$ cat config.mk
export PLATFORM = sky130hd
export DESIGN_NAME = mem_arbiter
export DESIGN_NICKNAME = d
export VERILOG_FILES = /design/src/rtl/riscv_mem_pkg.sv /design/src/rtl/rr_arb2.sv /design/src/rtl/mem_arbiter.sv
export SDC_FILE = /design/constraint.sdc
export NUM_CORES = 1
export LEC_CHECK = 0
export BUFFER_PORTS_ARGS = -buffer_cell sky130_fd_sc_hd__buf_2
export CAP_MARGIN = 20
export CORE_ASPECT_RATIO = 0.5
export CORE_MARGIN = 10
export CORE_UTILIZATION = 46
export CTS_CLUSTER_SIZE = 20
export DETAILED_ROUTE_END_ITERATION = 7
export PLACE_DENSITY_LB_ADDON = 0.2
export SYNTH_ARGS = -nofsm -noshare
export SYNTH_HDL_FRONTEND = slang
export SYNTH_SLANG_ARGS = --single-unit
$ cat constraint.sdc
create_clock -name clk -period 4.8 [get_ports clk]
set_input_delay 0 -clock clk [delete_from_list [all_inputs] [get_ports clk]]
set_output_delay 0 -clock clk [all_outputs]
set_load 0.05 [all_outputs]
$ cat src/rtl/riscv_mem_pkg.sv
// riscv_mem_pkg: shared FSM encoding, owner ids and alignment mask for the memory arbiter.
package riscv_mem_pkg;

    typedef enum logic [2:0] {
        IDLE,
        ISSUE,
        WAIT,
        RESP,
        ERR
    } state_t;

    localparam logic OWN_I = 1'b0;
    localparam logic OWN_D = 1'b1;

    localparam logic [1:0] ALIGN_MASK = 2'b11;

endpackage

$ cat src/rtl/rr_arb2.sv
// rr_arb2: combinational two-way round-robin pick between fetch and data requests.
module rr_arb2
    import riscv_mem_pkg::*;
(
    input  logic i_req,
    input  logic d_req,
    input  logic last_grant,
    output logic valid,
    output logic owner
);

    always_comb begin
        valid = i_req | d_req;
        owner = (i_req & d_req) ? ~last_grant : (d_req ? OWN_D : OWN_I);
    end

endmodule

$ cat src/rtl/mem_arbiter.sv
// mem_arbiter: shares one single-port memory between fetch and data ports,
// one arbitrated transaction at a time with registered acks and strobes.
module mem_arbiter
    import riscv_mem_pkg::*;
#(
    parameter int ADDR_W  = 32,
    parameter int DATA_W  = 32,
    parameter int MEM_LAT = 1
) (
    input  logic              clk,
    input  logic              rst,
    input  logic              i_req,
    input  logic [ADDR_W-1:0] i_addr,
    output logic              i_ack,
    output logic [DATA_W-1:0] i_rdata,
    input  logic              d_req,
    input  logic              d_we,
    input  logic [ADDR_W-1:0] d_addr,
    input  logic [DATA_W-1:0] d_wdata,
    output logic              d_ack,
    output logic [DATA_W-1:0] d_rdata,
    output logic              d_err,
    output logic              mem_en,
    output logic              mem_we,
    output logic [ADDR_W-1:0] mem_addr,
    output logic [DATA_W-1:0] mem_wdata,
    input  logic [DATA_W-1:0] mem_rdata,
    output logic              busy
);

    localparam int CW = (MEM_LAT > 1) ? $clog2(MEM_LAT) : 1;
    localparam logic [CW-1:0] LAST = CW'(MEM_LAT - 1);

    state_t state, nxt;
    logic owner, last_grant, we_q;
    logic g_valid, g_owner, g_we, misaligned, done;
    logic [CW-1:0] cnt;

    rr_arb2 u_arb (
        .i_req      (i_req),
        .d_req      (d_req),
        .last_grant (last_grant),
        .valid      (g_valid),
        .owner      (g_owner)
    );

    always_comb begin
        g_we       = (g_owner == OWN_D) & d_we;
        misaligned = |(d_addr[1:0] & ALIGN_MASK);
        done       = (state == WAIT) && (cnt == LAST);
    end

    always_comb begin
        nxt = state;
        case (state)
            IDLE:    if (g_valid) nxt = (g_owner == OWN_D && misaligned) ? ERR : ISSUE;
            ISSUE:   nxt = we_q ? RESP : WAIT;
            WAIT:    if (cnt == LAST) nxt = RESP;
            default: nxt = IDLE;
        endcase
    end

    always_ff @(posedge clk or posedge rst) begin
        if (rst) state <= IDLE;
        else     state <= nxt;
    end

    // Transaction latches: captured once at grant, held until the ack.
    always_ff @(posedge clk or posedge rst) begin
        if (rst) begin
            owner      <= OWN_I;
            last_grant <= OWN_I;
            we_q       <= 1'b0;
            mem_addr   <= '0;
            mem_wdata  <= '0;
        end else if (state == IDLE && g_valid) begin
            owner      <= g_owner;
            last_grant <= g_owner;
            we_q       <= g_we;
            mem_addr   <= (g_owner == OWN_D) ? d_addr : i_addr;
            mem_wdata  <= d_wdata;
        end
    end

    always_ff @(posedge clk or posedge rst) begin
        if (rst) begin
            cnt     <= '0;
            i_rdata <= '0;
            d_rdata <= '0;
        end else begin
            cnt <= (state == WAIT) ? cnt + 1'b1 : '0;
            if (done && owner == OWN_D) d_rdata <= mem_rdata;
            if (done && owner == OWN_I) i_rdata <= mem_rdata;
        end
    end

    // Outputs are registered from the state being entered so they line up with it.
    always_ff @(posedge clk or posedge rst) begin
        if (rst) begin
            mem_en <= 1'b0;
            mem_we <= 1'b0;
            busy   <= 1'b0;
            i_ack  <= 1'b0;
            d_ack  <= 1'b0;
            d_err  <= 1'b0;
        end else begin
            mem_en <= (nxt == ISSUE);
            mem_we <= (nxt == ISSUE) && g_we;
            busy   <= (nxt != IDLE);
            i_ack  <= (nxt == RESP) && (owner == OWN_I);
            d_ack  <= ((nxt == RESP) && (owner == OWN_D)) || (nxt == ERR);
            d_err  <= (nxt == ERR);
        end
    end

endmodule

==> summary.md <==
| Metric | Value |
|---|---|
| Finish-stage setup viols | `0` |
| Avg Cell Area, Syn | `15.4 um^2` |
| Post-synth ARST share | `1.00` |
| Post-route design area | `a little under 9000 um^2` |
| Headroom to the max-slew limit | `0.281` |
| P&R area growth vs syn | `62.4%` |
| Post-DRT Antenna Nets | `0` |
| Final HPWL DP | `roughly 11,000 um` |
| Cell Rows | `28` |
| Largest net degree at the start of global routing | `80` |
| Die ar. | `approximately 17,000 um^2` |
| Primary FF master, synth | `dfrtp_1` |
| Starting Density | `0.468` |
| CP most frequent cell | `buf_4` |
| Wire per inst | `between 15 and 20 um` |
| Worst skew pair latency | `approximately 400 ps` |
| Fmax achieved | `354 MHz` |
| Critical-path cell with the highest stage delay | `o21a_2` |
| Die H | `~97 um` |
| Leakage | `about 4.2 nW` |
| Input/output buffers | `approximately 270` |
| Pwr/cell area | `about 850 nW/um^2` |
| Final worst-path cycle share | `0.589` |
| Largest area contributor in the netlist | `dfrtp_1` |
| Max Slew Vio Count | `0` |
| Critical path required time | `between 5000 and 6000 ps` |
| Post-CTS resize count | `0` |
| Max VDD drop | `approximately 0.0006 V` |
| Die Span X | `175 um` |
| Yosys warns | `0` |
| Max clock buf depth | `2` |
| CP max stage delay | `790 ps` |
| CP startpoint kind | `flop` |
| Nets | `between 800 and 900` |
| Fin Setup TNS | `0 ps` |
| Number of top-level pins | `approximately 270` |
| Worst Max-Slew Pin Slew | `between 1000 and 1500 ps` |
| Critical path type | `flop to flop` |
| Largest cells by area after synthesis | `dfrtp_1, mux2_2, mux2_1, a2bb2oi_1, o32ai_1` |
| Area of the core | `about 12,000 um^2` |
| Inserted Clock Buffers | `17` |
| Hold Fails Final Rpt | `0` |
| Seq/Total Area, Yosys | `0.638` |
| Tmin final | `2830 ps` |
| CTS tree | `built` |
| CTS root buffer | `clkbuf_16` |
| Post-synthesis instance area | `roughly 5500 um^2` |
| Crit-path cells | `nor3_4, buf_4, o21a_2, buf_4, buf_4, a2bb2oi_1` |
| Gr ovfl total | `0` |
| Vias in the first global route | `around 5.2k` |
| Netlist cell types | `25` |
| First-pass detailed-route iteration total | `5` |
| Synth top cells by count | `dfrtp_1, mux2_2, mux2_1, a2bb2oi_1, o32ai_1` |
| Worst-path clk slew | `roughly 60 ps` |
| CP Data Arrival Time | `3120 ps` |
| Post-CTS Setup Repair Bufs | `0` |
| HP Class | `primary input to flop` |
| Share of layout cells above drive strength 1 | `0.480` |
| Via count | `4,766` |
| Tot GR Track Use | `0.210` |
| Synth Instances | `around 360` |
| Initial antenna violation count | `2` |
| Crit. End Element | `flop` |
| Post-synth EDFFs | `0` |
| CTS Sinks | `140` |
| Top-area cell type share of the netlist area | `0.638` |
| DRC Markers | `0` |
| Routed WL | `approximately 18,000 um` |
| Synthesized flop and latch total | `140` |
| MaxCap Viol Count | `0` |
| First-pass GRT wire length | `about 29,000 um` |
| Post-Syn Nets | `490` |
| Setup repair after global routing missed its margin | `false` |
| Post-DP Area | `between 6000 and 7000 um^2` |
| Count leader, synth | `dfrtp_1` |
| Final Wtd Congestion | `about 0.78` |
| DR vias/cell | `5.10` |
| Max Fanout on Critical Path | `39` |
| Clock Skew | `around 8.6 ps` |
| DRT iter0 DRCs | `roughly 250` |
| Status | `finished, final reports clean` |
| H-tree depth | `4` |
cell type report:
type,instances,area (um^2)
fillers,712,2820
repair buffers,406,2740
inverters,4,20.0
multi-input cells,186,1820
diodes,2,5.00
clock buffers,21,460
clock inverters,10,164
well taps,165,206
flip-flops and latches,140,3500
power breakdown:
group          leakage [nW]  total, mW  switching [mW]  internal, mW
sequential             1.63       2.08           0.312          1.77
clock                 0.304       1.38           0.483         0.897
combinational          2.27       4.09            2.89          1.20
what timing repair did:
| item | in CTS | in global routing |
|---|---|---|
| hold buffers | 133 | 0 |
| hold endpoints to repair | 209 | 0 |
| endpoints found under the setup margin | 0 | 0 |
routing by layer:
metal	part of all wire	vias to the layer above	global-route usage
met5	0	-	0
met3	0.074	39	0.0706
met4	0.030	0	0.0959
li1	-	2157	-
met2	0.51	210	0.361
met1	0.39	2360	0.232
path summary, 6_finish.rpt:
kind / to / cells past startpoint / slack [ps] / startpoint
min in group asynchronous: d_rdata[25] / 3 / 280 / rst
setup / recovery: mem_addr[31] / 6 / 1970 / state[2]
max in group asynchronous: mem_addr[9] / 4 / 3270 / rst
hold / removal: we_q / 3 / 20 / d_we
setup reg to reg: mem_addr[31] / 6 / 1970 / state[2]
hold reg to reg: i_rdata[7] / 1 / 480 / i_rdata[7]
cells by family (layout without fill, tap and decap cells):
group           Yosys count  after routing  synth area share
simple gates             14             14            0.0171
other cells               0              2                 0
mux                      96             96             0.197
flops                   140            140             0.638
compound gates           75             75             0.115
xor+xnor                  1              1           0.00160
buf+inv                  31            441            0.0310
critical path: cells and delay by family, from the launching register on:
family | cells | cell delay, ps
AO/OA/AOI/OAI | 2 | 1060
AND/OR/NAND/NOR | 1 | 200
buffers and inverters | 3 | 980
flip-flops | 1 | 460
flip-flops by register name, summed over array words and instances (netlist names):
register	cells
state	3
last_grant	1
cnt	1
d_rdata	32
d_err	1
d_ack	1
i_ack	1
mem_en	1
mem_wdata	32
mem_addr	32
we_q	1
busy	1
i_rdata	32
mem_we	1
through the flow:
| stage | instances | hold slack, ps | power [mW] | util | setup slack (ps) |
|---|---|---|---|---|---|
| global route | 934 | 34.2 | 7.89 | 0.760 | 1810 |
| detailed placement | 767 | 170 | 6.02 | 0.590 | 2100 |
| global placement | 767 | 169 | 5.96 | 0.590 | 2130 |
| floorplan | 357 | 70.8 | 5.08 | - | 1050 |
| CTS | 931 | 10.1 | 7.56 | 0.757 | 2060 |
| finish | 934 | 24.9 | 7.55 | 0.760 | 1970 |
cells in the final DEF, fill, tap and decap left out, types with 2 or more instances in the layout:
cell / count
mux2_1: 36
buf_4: 6
a31oi_1: 2
clkinv_4: 2
inv_6: 2
diode_2: 2
inv_1: 3
nor2_1: 6
dlygate4sd3_1: 133
clkbuf_1: 2
a2bb2oi_1: 32
bufinv_16: 4
o32ai_1: 32
clkbuf_16: 17
o21ai_0: 4
dfrtp_1: 140
clkinv_2: 2
buf_2: 266
clkbuf_8: 2
mux2_2: 60
nor3_1: 3
(Power assumes the default switching activity.)
